File: src/rtl/spi_xfer_sched.sv
// spi_xfer_sched
// Round-robin scheduler that shares one SPI master engine between NUM_REQ
// requesters. Each granted transfer goes through chip-select setup, the
// master start pulse, a wait for the master's done pulse (guarded by a
// watchdog), chip-select hold and an optional inter-frame gap. The received
// frame and a one-cycle completion pulse are returned to the served requester.

module spi_xfer_sched #(
    parameter int NUM_REQ    = 4,
    parameter int DATA_WIDTH = 8,
    parameter int CS_SETUP   = 2,
    parameter int CS_HOLD    = 2,
    parameter int IDLE_GAP   = 1,
    parameter int TIMEOUT    = 1024
) (
    input  logic                          clk,
    input  logic                          rst_n,
    input  logic [NUM_REQ-1:0]            req,
    input  logic [NUM_REQ*DATA_WIDTH-1:0] req_data,
    output logic [NUM_REQ-1:0]            ack,
    output logic [DATA_WIDTH-1:0]         rsp_data,
    output logic                          rsp_valid,
    output logic                          rsp_err,
    output logic                          m_start,
    output logic [DATA_WIDTH-1:0]         m_tx_data,
    input  logic                          m_done,
    input  logic [DATA_WIDTH-1:0]         m_rx_data,
    output logic [NUM_REQ-1:0]            ss_n,
    output logic                          busy
);

    // Zero setup/hold requests are stretched to one cycle so the chip select
    // always leads and trails the master activity by at least one clock.
    localparam int SETUP_CYC = (CS_SETUP < 1) ? 1 : CS_SETUP;
    localparam int HOLD_CYC  = (CS_HOLD  < 1) ? 1 : CS_HOLD;
    localparam int GAP_CYC   = (IDLE_GAP < 1) ? 1 : IDLE_GAP;

    localparam int CNT_MAX_SH = (SETUP_CYC > HOLD_CYC) ? SETUP_CYC : HOLD_CYC;
    localparam int CNT_MAX    = (CNT_MAX_SH > GAP_CYC) ? CNT_MAX_SH : GAP_CYC;
    localparam int CNT_W      = (CNT_MAX < 2) ? 1 : $clog2(CNT_MAX);
    localparam int TMO_W      = (TIMEOUT < 2) ? 1 : $clog2(TIMEOUT);
    localparam int IDX_W      = (NUM_REQ < 2) ? 1 : $clog2(NUM_REQ);

    localparam logic [CNT_W-1:0] SETUP_LAST = CNT_W'(SETUP_CYC - 1);
    localparam logic [CNT_W-1:0] HOLD_LAST  = CNT_W'(HOLD_CYC - 1);
    localparam logic [CNT_W-1:0] GAP_LAST   = CNT_W'(GAP_CYC - 1);
    localparam logic [TMO_W-1:0] TMO_LAST   = TMO_W'((TIMEOUT < 1) ? 0 : TIMEOUT - 1);
    localparam bit               WDOG_EN    = (TIMEOUT > 0);
    localparam bit               GAP_EN     = (IDLE_GAP > 0);

    localparam logic [IDX_W:0]   NUM_REQ_W  = (IDX_W+1)'(NUM_REQ);

    localparam logic [2:0] S_IDLE  = 3'd0;
    localparam logic [2:0] S_SETUP = 3'd1;
    localparam logic [2:0] S_XFER  = 3'd2;
    localparam logic [2:0] S_HOLD  = 3'd3;
    localparam logic [2:0] S_GAP   = 3'd4;

    logic [2:0]            state;
    logic [2:0]            state_nxt;
    logic [CNT_W-1:0]      phase_cnt;
    logic [TMO_W-1:0]      xfer_cnt;
    logic [IDX_W-1:0]      rr_ptr;
    logic [IDX_W-1:0]      cur_idx;
    logic                  err_pend;

    logic [2*NUM_REQ-1:0]  req_dbl;
    logic [NUM_REQ-1:0]    req_rot;
    logic [NUM_REQ-1:0]    rot_tmp;
    logic [IDX_W:0]        offset;
    logic [IDX_W:0]        idx_sum;
    logic [IDX_W:0]        ptr_sum;
    logic                  grant_found;
    logic [IDX_W-1:0]      grant_idx;
    logic [IDX_W-1:0]      ptr_nxt;
    logic [DATA_WIDTH-1:0] tx_sel;

    logic                  do_grant;
    logic                  setup_done;
    logic                  xfer_ok;
    logic                  xfer_tmo;
    logic                  hold_done;
    logic                  gap_done;

    // Rotate the request vector so the search starts at rr_ptr, take the
    // lowest set bit, then map the rotated offset back to a requester index.
    always_comb begin
        req_dbl     = {req, req};
        req_rot     = NUM_REQ'(req_dbl >> rr_ptr);
        rot_tmp     = req_rot;
        grant_found = 1'b0;
        offset      = '0;
        for (int k = 0; k < NUM_REQ; k++) begin
            if (!grant_found && rot_tmp[0]) begin
                grant_found = 1'b1;
                offset      = (IDX_W+1)'(k);
            end
            rot_tmp = rot_tmp >> 1;
        end
        idx_sum = {1'b0, rr_ptr} + offset;
        if (idx_sum >= NUM_REQ_W) begin
            idx_sum = idx_sum - NUM_REQ_W;
        end
        grant_idx = idx_sum[IDX_W-1:0];
        ptr_sum   = {1'b0, grant_idx} + 1'b1;
        if (ptr_sum >= NUM_REQ_W) begin
            ptr_sum = '0;
        end
        ptr_nxt = ptr_sum[IDX_W-1:0];
        tx_sel  = DATA_WIDTH'(req_data >> (grant_idx * DATA_WIDTH));
    end

    // Phase-completion conditions; a done pulse in the expiry cycle wins over the watchdog.
    always_comb begin
        do_grant   = (state == S_IDLE)  && grant_found;
        setup_done = (state == S_SETUP) && (phase_cnt == SETUP_LAST);
        xfer_ok    = (state == S_XFER)  && m_done;
        xfer_tmo   = (state == S_XFER)  && !m_done && WDOG_EN && (xfer_cnt == TMO_LAST);
        hold_done  = (state == S_HOLD)  && (phase_cnt == HOLD_LAST);
        gap_done   = (state == S_GAP)   && (phase_cnt == GAP_LAST);
    end

    // Next-state selection for the transfer sequencer.
    always_comb begin
        state_nxt = state;
        case (state)
            S_IDLE:  if (do_grant)             state_nxt = S_SETUP;
            S_SETUP: if (setup_done)           state_nxt = S_XFER;
            S_XFER:  if (xfer_ok || xfer_tmo)  state_nxt = S_HOLD;
            S_HOLD:  if (hold_done)            state_nxt = GAP_EN ? S_GAP : S_IDLE;
            S_GAP:   if (gap_done)             state_nxt = S_IDLE;
            default:                           state_nxt = S_IDLE;
        endcase
    end

    // State register.
    always_ff @(posedge clk or negedge rst_n) begin
        if (!rst_n) begin
            state <= S_IDLE;
        end else begin
            state <= state_nxt;
        end
    end

    // Cycle counter for setup, hold and gap phases; restarts on every phase change.
    always_ff @(posedge clk or negedge rst_n) begin
        if (!rst_n) begin
            phase_cnt <= '0;
        end else if (state_nxt != state) begin
            phase_cnt <= '0;
        end else if (state == S_SETUP || state == S_HOLD || state == S_GAP) begin
            phase_cnt <= phase_cnt + 1'b1;
        end
    end

    // Watchdog counter: number of XFER cycles already spent without a done pulse.
    always_ff @(posedge clk or negedge rst_n) begin
        if (!rst_n) begin
            xfer_cnt <= '0;
        end else if (state == S_XFER && state_nxt == S_XFER) begin
            xfer_cnt <= xfer_cnt + 1'b1;
        end else begin
            xfer_cnt <= '0;
        end
    end

    // Grant bookkeeping: served index, round-robin pointer and the latched tx frame.
    always_ff @(posedge clk or negedge rst_n) begin
        if (!rst_n) begin
            cur_idx   <= '0;
            rr_ptr    <= '0;
            m_tx_data <= '0;
        end else if (do_grant) begin
            cur_idx   <= grant_idx;
            rr_ptr    <= ptr_nxt;
            m_tx_data <= tx_sel;
        end
    end

    // Chip selects: one line low from the grant edge until the hold phase ends.
    always_ff @(posedge clk or negedge rst_n) begin
        if (!rst_n) begin
            ss_n <= '1;
        end else if (do_grant) begin
            ss_n <= ~(NUM_REQ'(1) << grant_idx);
        end else if (hold_done) begin
            ss_n <= '1;
        end
    end

    // Master start pulse, aligned with the first XFER cycle.
    always_ff @(posedge clk or negedge rst_n) begin
        if (!rst_n) begin
            m_start <= 1'b0;
        end else begin
            m_start <= setup_done;
        end
    end

    // Response capture: received frame on done, zero and a pending error on timeout.
    always_ff @(posedge clk or negedge rst_n) begin
        if (!rst_n) begin
            rsp_data <= '0;
            err_pend <= 1'b0;
        end else if (xfer_ok) begin
            rsp_data <= m_rx_data;
            err_pend <= 1'b0;
        end else if (xfer_tmo) begin
            rsp_data <= '0;
            err_pend <= 1'b1;
        end else if (hold_done) begin
            err_pend <= 1'b0;
        end
    end

    // Completion pulses, issued in the same cycle the chip select rises.
    always_ff @(posedge clk or negedge rst_n) begin
        if (!rst_n) begin
            ack       <= '0;
            rsp_valid <= 1'b0;
            rsp_err   <= 1'b0;
        end else if (hold_done) begin
            ack       <= NUM_REQ'(1) << cur_idx;
            rsp_valid <= 1'b1;
            rsp_err   <= err_pend;
        end else begin
            ack       <= '0;
            rsp_valid <= 1'b0;
            rsp_err   <= 1'b0;
        end
    end

    // Busy flag mirrors "not IDLE" for the state being entered.
    always_ff @(posedge clk or negedge rst_n) begin
        if (!rst_n) begin
            busy <= 1'b0;
        end else begin
            busy <= (state_nxt != S_IDLE);
        end
    end

endmodule

File: config.mk
export PLATFORM = sky130hd
export DESIGN_NAME = spi_xfer_sched
export DESIGN_NICKNAME = d
export VERILOG_FILES = /design/src/rtl/spi_xfer_sched.sv
export SDC_FILE = /design/constraint.sdc
export NUM_CORES = 1
export LEC_CHECK = 0
export BUFFER_PORTS_ARGS = -buffer_cell sky130_fd_sc_hd__buf_2
export CAP_MARGIN = 40
export CORE_MARGIN = 5
export CORE_UTILIZATION = 40
export CTS_CLUSTER_DIAMETER = 40
export DETAILED_ROUTE_END_ITERATION = 10
export HOLD_SLACK_MARGIN = 0.1
export PLACE_DENSITY = 0.62
export SLEW_MARGIN = 10
export SYNTH_ARGS = -nofsm -noshare
export SYNTH_HDL_FRONTEND = slang
export SYNTH_SLANG_ARGS = --single-unit
export TNS_END_PERCENT = 10
File: constraint.sdc
create_clock -name clk -period 6.2 [get_ports clk]
set_input_delay 0.93 -clock clk [delete_from_list [all_inputs] [get_ports clk]]
set_output_delay 0.93 -clock clk [all_outputs]
set_load 0.01 [all_outputs]
==> results of run 1 <==
## power breakdown
group          leakage [nW]  switching, mW  total (mW)  internal [mW]
logic                 0.802          0.438       0.796          0.359
registers             0.599         0.0755       0.485          0.410
clock network        0.0654         0.0946       0.256          0.161
## final cells by class
cell class	count	share of cell area (%)
multi-input combinational	158	38.9
clock buffer	6	2.40
clock inverter	2	1.98
sequential	47	39.0
timing repair buffer	76	13.8
tap	75	3.10
inverter	6	0.744
## cells by family (layout without fill, tap and decap cells)
| family | Yosys count | count (layout) | synth area share (%) |
|---|---|---|---|
| AO/OA/AOI/OAI | 38 | 38 | 16.2 |
| XOR/XNOR | 10 | 10 | 3.56 |
| adder cells (fa/ha/maj) | 6 | 6 | 3.05 |
| buffers and inverters | 18 | 90 | 4.12 |
| flip-flops | 47 | 47 | 48.0 |
| multiplexers | 16 | 16 | 6.91 |
| AND/OR/NAND/NOR | 88 | 88 | 18.2 |
## sequential cells by signal, summed over array words and instances (netlist names), 2 cells and up
signal and cells:
ack 4, cur_idx 2, m_tx_data 8, rr_ptr 2, rsp_data 8, ss_n 4
state 3, xfer_cnt 10
## layer usage
metal  up-vias  track usage [%]  share of wire, %
met1       851             19.7                47
met2        66             21.1                44
li1        941                -                 -
met5         -                0                 0
met3         5             3.54               7.9
met4         0             3.71              0.98
## critical path, stage by stage
cell and delay (ps):
buf_2 130, nor2b_1 140, a21oi_1 110, nor2_1 50, a211oi_1 210, a21oi_1 70
ha_1 200, xor2_1 160, or4_4 620, and2_4 280, ha_1 290, nand2_1 60
nand2_1 50
## cell usage after synthesis, drive strengths merged
library cell / count / area, µm²
dfrtp: 43 / 1080
nand2: 21 / 78.8
nor2: 21 / 78.8
nand4: 10 / 62.6
a21oi: 9 / 45.0
o311ai: 9 / 189
a22o: 8 / 70.1
mux2: 8 / 90.1
mux2i: 8 / 80.1
nand3: 8 / 40.0
clkbuf: 7 / 26.3
ha: 6 / 75.1
inv: 6 / 22.5
and3: 5 / 31.3
buf: 5 / 52.6
xnor2: 5 / 43.8
xor2: 5 / 43.8
and2: 4 / 27.5
dfstp: 4 / 105
nor3: 4 / 20.0
a211oi: 3 / 22.5
nor2b: 3 / 18.8
nor3b: 3 / 22.5
o21ai: 3 / 15.0
nand2b: 2 / 12.5
nand3b: 2 / 15.0
or3: 2 / 12.5
or4: 2 / 18.8
a21boi: 1 / 7.51
a22oi: 1 / 7.51
a2bb2oi: 1 / 8.76
o211a: 1 / 10.0
o31ai: 1 / 12.5
o32a: 1 / 10.0
or3b: 1 / 8.76
## stage by stage
stage,instance area (µm²),power (mW),hold slack [ps],instances
global route,3030,1.66,516,370
CTS,3030,1.56,492,370
floorplan,2460,1.13,448,223
finish,3030,1.54,491,370
detailed placement,2890,1.30,477,362
global placement,2850,1.25,474,360
## worst max path at each step
stage | startpoint | endpoint | cells past startpoint
floorplan | req[1] | rr_ptr[1] | 14
global placement | req[3] | rr_ptr[1] | 13
detailed placement | req[3] | rr_ptr[1] | 13
CTS | req[3] | rr_ptr[1] | 13
global route | req[3] | rr_ptr[1] | 13
finish | req[3] | rr_ptr[1] | 13
==> results.py, run 1 <==
metrics = {
    "sta": {
        "setup_violations": 0,
        "rsz0062_at_grt": "no",
        "timing.final.ws_setup_ps": 3080,
        "slew_viol_final": 0,
        "fin_crit_sh_pct": 50.4,
        "setup_tns_ps": 0,
        "hold_violations": 0,
        "worstMarginPinSlew_ps": 804,
        "clock.fmax_mhz": 320,
        "finClkSkew_ps": 7.75,
        "relSlewSlack_pct": 46.4,
        "period_needed_ps": 3120,
    },
    "detailed_routing": {
        "drtIter0Drc": 91,
        "vias": 1863,
        "drtAntennaViolNets": 0,
        "wl_per_cell_um": 13.8,
        "wl_mm": 5.10,
        "routed_via_density": 5.04,
        "remaining_drc_errors": 0,
        "first_pass_iters": 4,
    },
    "flow_run": {
        "cap_violations": 0,
    },
    "synth": {
        "postSynthCellCount": 223,
        "syn_area_um2": 2460,
        "yosys_warnings": 0,
        "synth_nets": 276,
        "ys_types": 42,
        "ys_seq_elements": 47,
        "postSynthAreaPerCell_um2": 11.0,
        "yosysSeqAreaShare_pct": 48.0,
    },
    "final_layout": {
        "final_common_cell": "buf_2",
        "nets": 347,
        "diodes": 0,
        "drive_gt1_share_pct": 36.6,
        "seq_area_um2": 1180,
        "layout_common_cells": "buf_2 (74), dfrtp_1 (43), nand2_1 (21), nor2_1 (21), nand4_1 (10)",
        "area_growth_pct": 23.0,
        "fillers": 558,
        "fin_util_pct": 50.8,
        "multi_input_area_um2": 1180,
    },
    "clocking": {
        "root_buffer": "clkbuf_8",
        "postCtsHoldBufs": 0,
        "cts_tree": "done",
        "post_cts_resized": 0,
        "cts.htree.levels": 2,
        "clock_latency_ps": 290,
        "cts-buffers-inserted": 5,
        "clock_path_buffers": 2,
        "clk_pin_slew_worst_paths_ps": 80,
        "cts_sinks": 47,
        "postCtsSetupBuffers": 0,
    },
    "floorplan": {
        "core-area_um2": 5960,
        "die_h_um": 88.4,
        "die-area_um2": 7820,
        "start_util_pct": 41.3,
        "io_pins": 75,
        "die_x_um": 88.4,
        "row_count": 28,
    },
    "global_route": {
        "grt_max_degree": 28,
        "overflow": 0,
        "grt_use_total_pct": 13.9,
        "grt_pass1_wl_mm": 8.60,
        "grt_pass1_vias": 1881,
        "antenna_found_initial": 0,
    },
    "placement": {
        "hpwl_mm": 3.91,
        "place_ws_ps": 2760,
        "gp_congestion": 0.769,
        "port_buffers": 74,
    },
    "min_path": {
        "hold_start": "xfer_cnt[0]",
        "holdPathEnd": "xfer_cnt[0]",
        "holdCritPathClass": "reg -> reg",
        "hold_depth": 1,
    },
    "worst_setup_path": {
        "path_class": "in -> reg",
        "startpoint_type": "primary input",
        "critical_path_arrival_ps": 3300,
        "rr_startpoint": "rr_ptr[1]",
        "crit_fanout": 11,
        "r2r-end": "rr_ptr[1]",
        "cp-end-kind": "register",
        "regToRegSetupSlack_ps": 3280,
        "ff2ff_path_depth": 12,
        "crit_required_ps": 6380,
    },
    "run_status": {
        "outcome": "finished, final reports clean",
    },
    "power_and_ir_drop": {
        "powerDensity_nw_per_um2": 508,
        "ir_worst_vdd_v": 0.000383,
        "p_leak_nw": 1.47,
    },
}
No activity file was read; power rests on OpenSTA's default activity.
==> run 2: changes to the inputs <==
==> constraint.sdc (replaced) <==
create_clock -name clk -period 3 [get_ports clk]
set_input_delay 0.45 -clock clk [delete_from_list [all_inputs] [get_ports clk]]
set_output_delay 0.45 -clock clk [all_outputs]
set_load 0.01 [all_outputs]
==> run 2 against run 1 <==
  * Cell count grew 1.6%
  * Flip-flop and latch count did not move
  * Count of clock-buffer cells in the layout is 1 lower
  * Global-route usage rose by 0.069 points
  * Combinational power up 110%
  * Die area stayed put
  * Register-to-register slack lost 3000 ps
==> results.py, run 2 (synthesis gave the netlist of run 1 again) <==
metrics = {
    "clocking": {
        "post_cts_resized": 0,
        "clock_latency_ps": 300,
        "cts-buffers-inserted": 5,
        "postCtsSetupBuffers": 0,
        "clk_pin_slew_worst_paths_ps": 90,
        "postCtsHoldBufs": 0,
        "clock_path_buffers": 2,
        "cts_tree": "done",
        "cts_sinks": 47,
        "cts.htree.levels": 2,
        "root_buffer": "clkbuf_8",
    },
    "detailed_routing": {
        "wl_per_cell_um": 13.9,
        "drtAntennaViolNets": 0,
        "first_pass_iters": 4,
        "vias": 1899,
        "wl_met2_mm": 2.34,
        "remaining_drc_errors": 0,
        "drtIter0Drc": 80,
        "routed.top_layer": "met4",
        "routed_via_density": 5.05,
        "wl_mm": 5.23,
        "drt-met1-wl_mm": 2.41,
        "wl_met3_um": 437,
    },
    "worst_setup_path": {
        "startpoint_type": "register",
        "crit_fanout": 11,
        "crit_required_ps": 3190,
        "cp_slowest_cell": "or4_4",
        "path_class": "reg -> reg",
        "crit_chain": "buf_4 -> o32a_1 -> a21oi_1 -> ha_1 -> xor2_1 -> or4_4 -> and2_4 -> ha_1 -> nand2_1 -> nand2_1",
        "path_depth": 10,
        "ff2ff_path_depth": 10,
        "crit_path_max_incr_delay_ps": 550,
        "path_buf_inv": 1,
        "critical_path_arrival_ps": 2900,
        "cp-end-kind": "register",
        "crit_family": "simple AND/OR/NAND/NOR gates",
    },
    "sta": {
        "setup_violations": 0,
        "slew_viol_final": 0,
        "period_needed_ps": 2710,
        "fin_crit_sh_pct": 90.2,
        "setup_tns_ps": 0,
        "clock.fmax_mhz": 370,
        "hold_violations": 0,
        "rsz0062_at_grt": "no",
        "finClkSkew_ps": 7.24,
        "relSlewSlack_pct": 53.5,
        "worstMarginPinSlew_ps": 694,
    },
    "run_status": {
        "outcome": "finished, final reports clean",
    },
    "final_layout": {
        "diodes": 0,
        "final_area_um2": 3040,
        "final_common_cell": "buf_2",
        "area_growth_pct": 23.3,
        "nets": 353,
        "drive_gt1_share_pct": 38.2,
        "reg_top3": "xfer_cnt (10), m_tx_data (8), rsp_data (8)",
        "largest_reg_flops": 10,
        "regMostFlops": "xfer_cnt",
        "fillers": 554,
        "layout_common_cells": "buf_2 (74), dfrtp_1 (43), nand2_1 (21), nor2_1 (21), nand4_1 (10)",
        "fin_util_pct": 51.0,
    },
    "floorplan": {
        "io_pins": 75,
        "row_count": 28,
        "die-area_um2": 7820,
        "start_util_pct": 41.3,
        "core-area_um2": 5960,
        "die_h_um": 88.4,
        "die_x_um": 88.4,
    },
    "flow_run": {
        "cap_violations": 0,
    },
    "power_and_ir_drop": {
        "p_leak_nw": 1.48,
        "power_mw": 3.16,
        "ir_worst_vdd_v": 0.000755,
        "powerDensity_nw_per_um2": 1040,
    },
    "placement": {
        "port_buffers": 74,
        "gp_congestion": 0.738,
        "hpwl_mm": 4.05,
        "placed_area_um2": 2920,
    },
    "global_route": {
        "antenna_found_initial": 0,
        "grt_pass1_vias": 1942,
        "grt_max_degree": 28,
        "grt_pass1_wl_mm": 8.71,
        "grt_use_total_pct": 14.0,
        "overflow": 0,
    },
    "min_path": {
        "holdCritPathClass": "in -> async",
    },
}
## run 2: changes by cell type in the layout (fill, tap and decap cells not counted)
cell	delta
clkbuf_1	-1
bufinv_16	-1
buf_4	+7
inv_6	+1
clkinv_4	+1
buf_16	-1
## run 2: final cells by class
cell class	count	area, µm²	area share (%)
Sequential cell	47	1180	38.9
Multi-Input combinational cell	158	1180	38.8
Timing Repair Buffer	82	443	14.6
Tap cell	75	93.8	3.09
Clock buffer	5	68.8	2.27
Clock inverter	3	47.5	1.57
Inverter	6	22.5	0.742
## run 2: worst paths after layout
check / from / endpoint / slack [ps]
worst max register to register: rr_ptr[1] / rr_ptr[1] / 290
worst max-delay path: rr_ptr[1] / rr_ptr[1] / 290
min in group clk: m_rx_data[0] / rsp_data[0] / 360
worst min register to register: xfer_cnt[0] / xfer_cnt[0] / 490
worst min-delay path: rst_n / xfer_cnt[4] / 110
max in group asynchronous: rst_n / ack[0] / 2400
## run 2: worst reg2reg max path, cell delays in order (launching register included)
cell and delay (ps):
dfrtp_1 470, buf_4 190, o32a_1 320, a21oi_1 160
ha_1 170, xor2_1 90, or4_4 550, and2_4 260
ha_1 290, nand2_1 60, nand2_1 60
## run 2: through the flow
step | hold WS, ps | instances | setup WS [ps]
floorplan | 154 | 223 | 212
global route | 143 | 376 | 120
global placement | 473 | 367 | 212
CTS | 112 | 376 | 303
detailed placement | 448 | 368 | 161
finish | 106 | 376 | 294
## run 2: metal layers
layer | vias up | GRT usage, %
met5 | - | 0
met4 | 0 | 2.88
met3 | 5 | 4.19
met2 | 61 | 22.6
met1 | 875 | 18.7
li1 | 958 | -
## run 2: where the power goes
part | switching [mW] | leakage (nW) | total, mW | internal (mW)
clock network | 0.218 | 0.0587 | 0.471 | 0.253
logic | 0.915 | 0.822 | 1.70 | 0.781
registers | 0.149 | 0.599 | 0.996 | 0.847
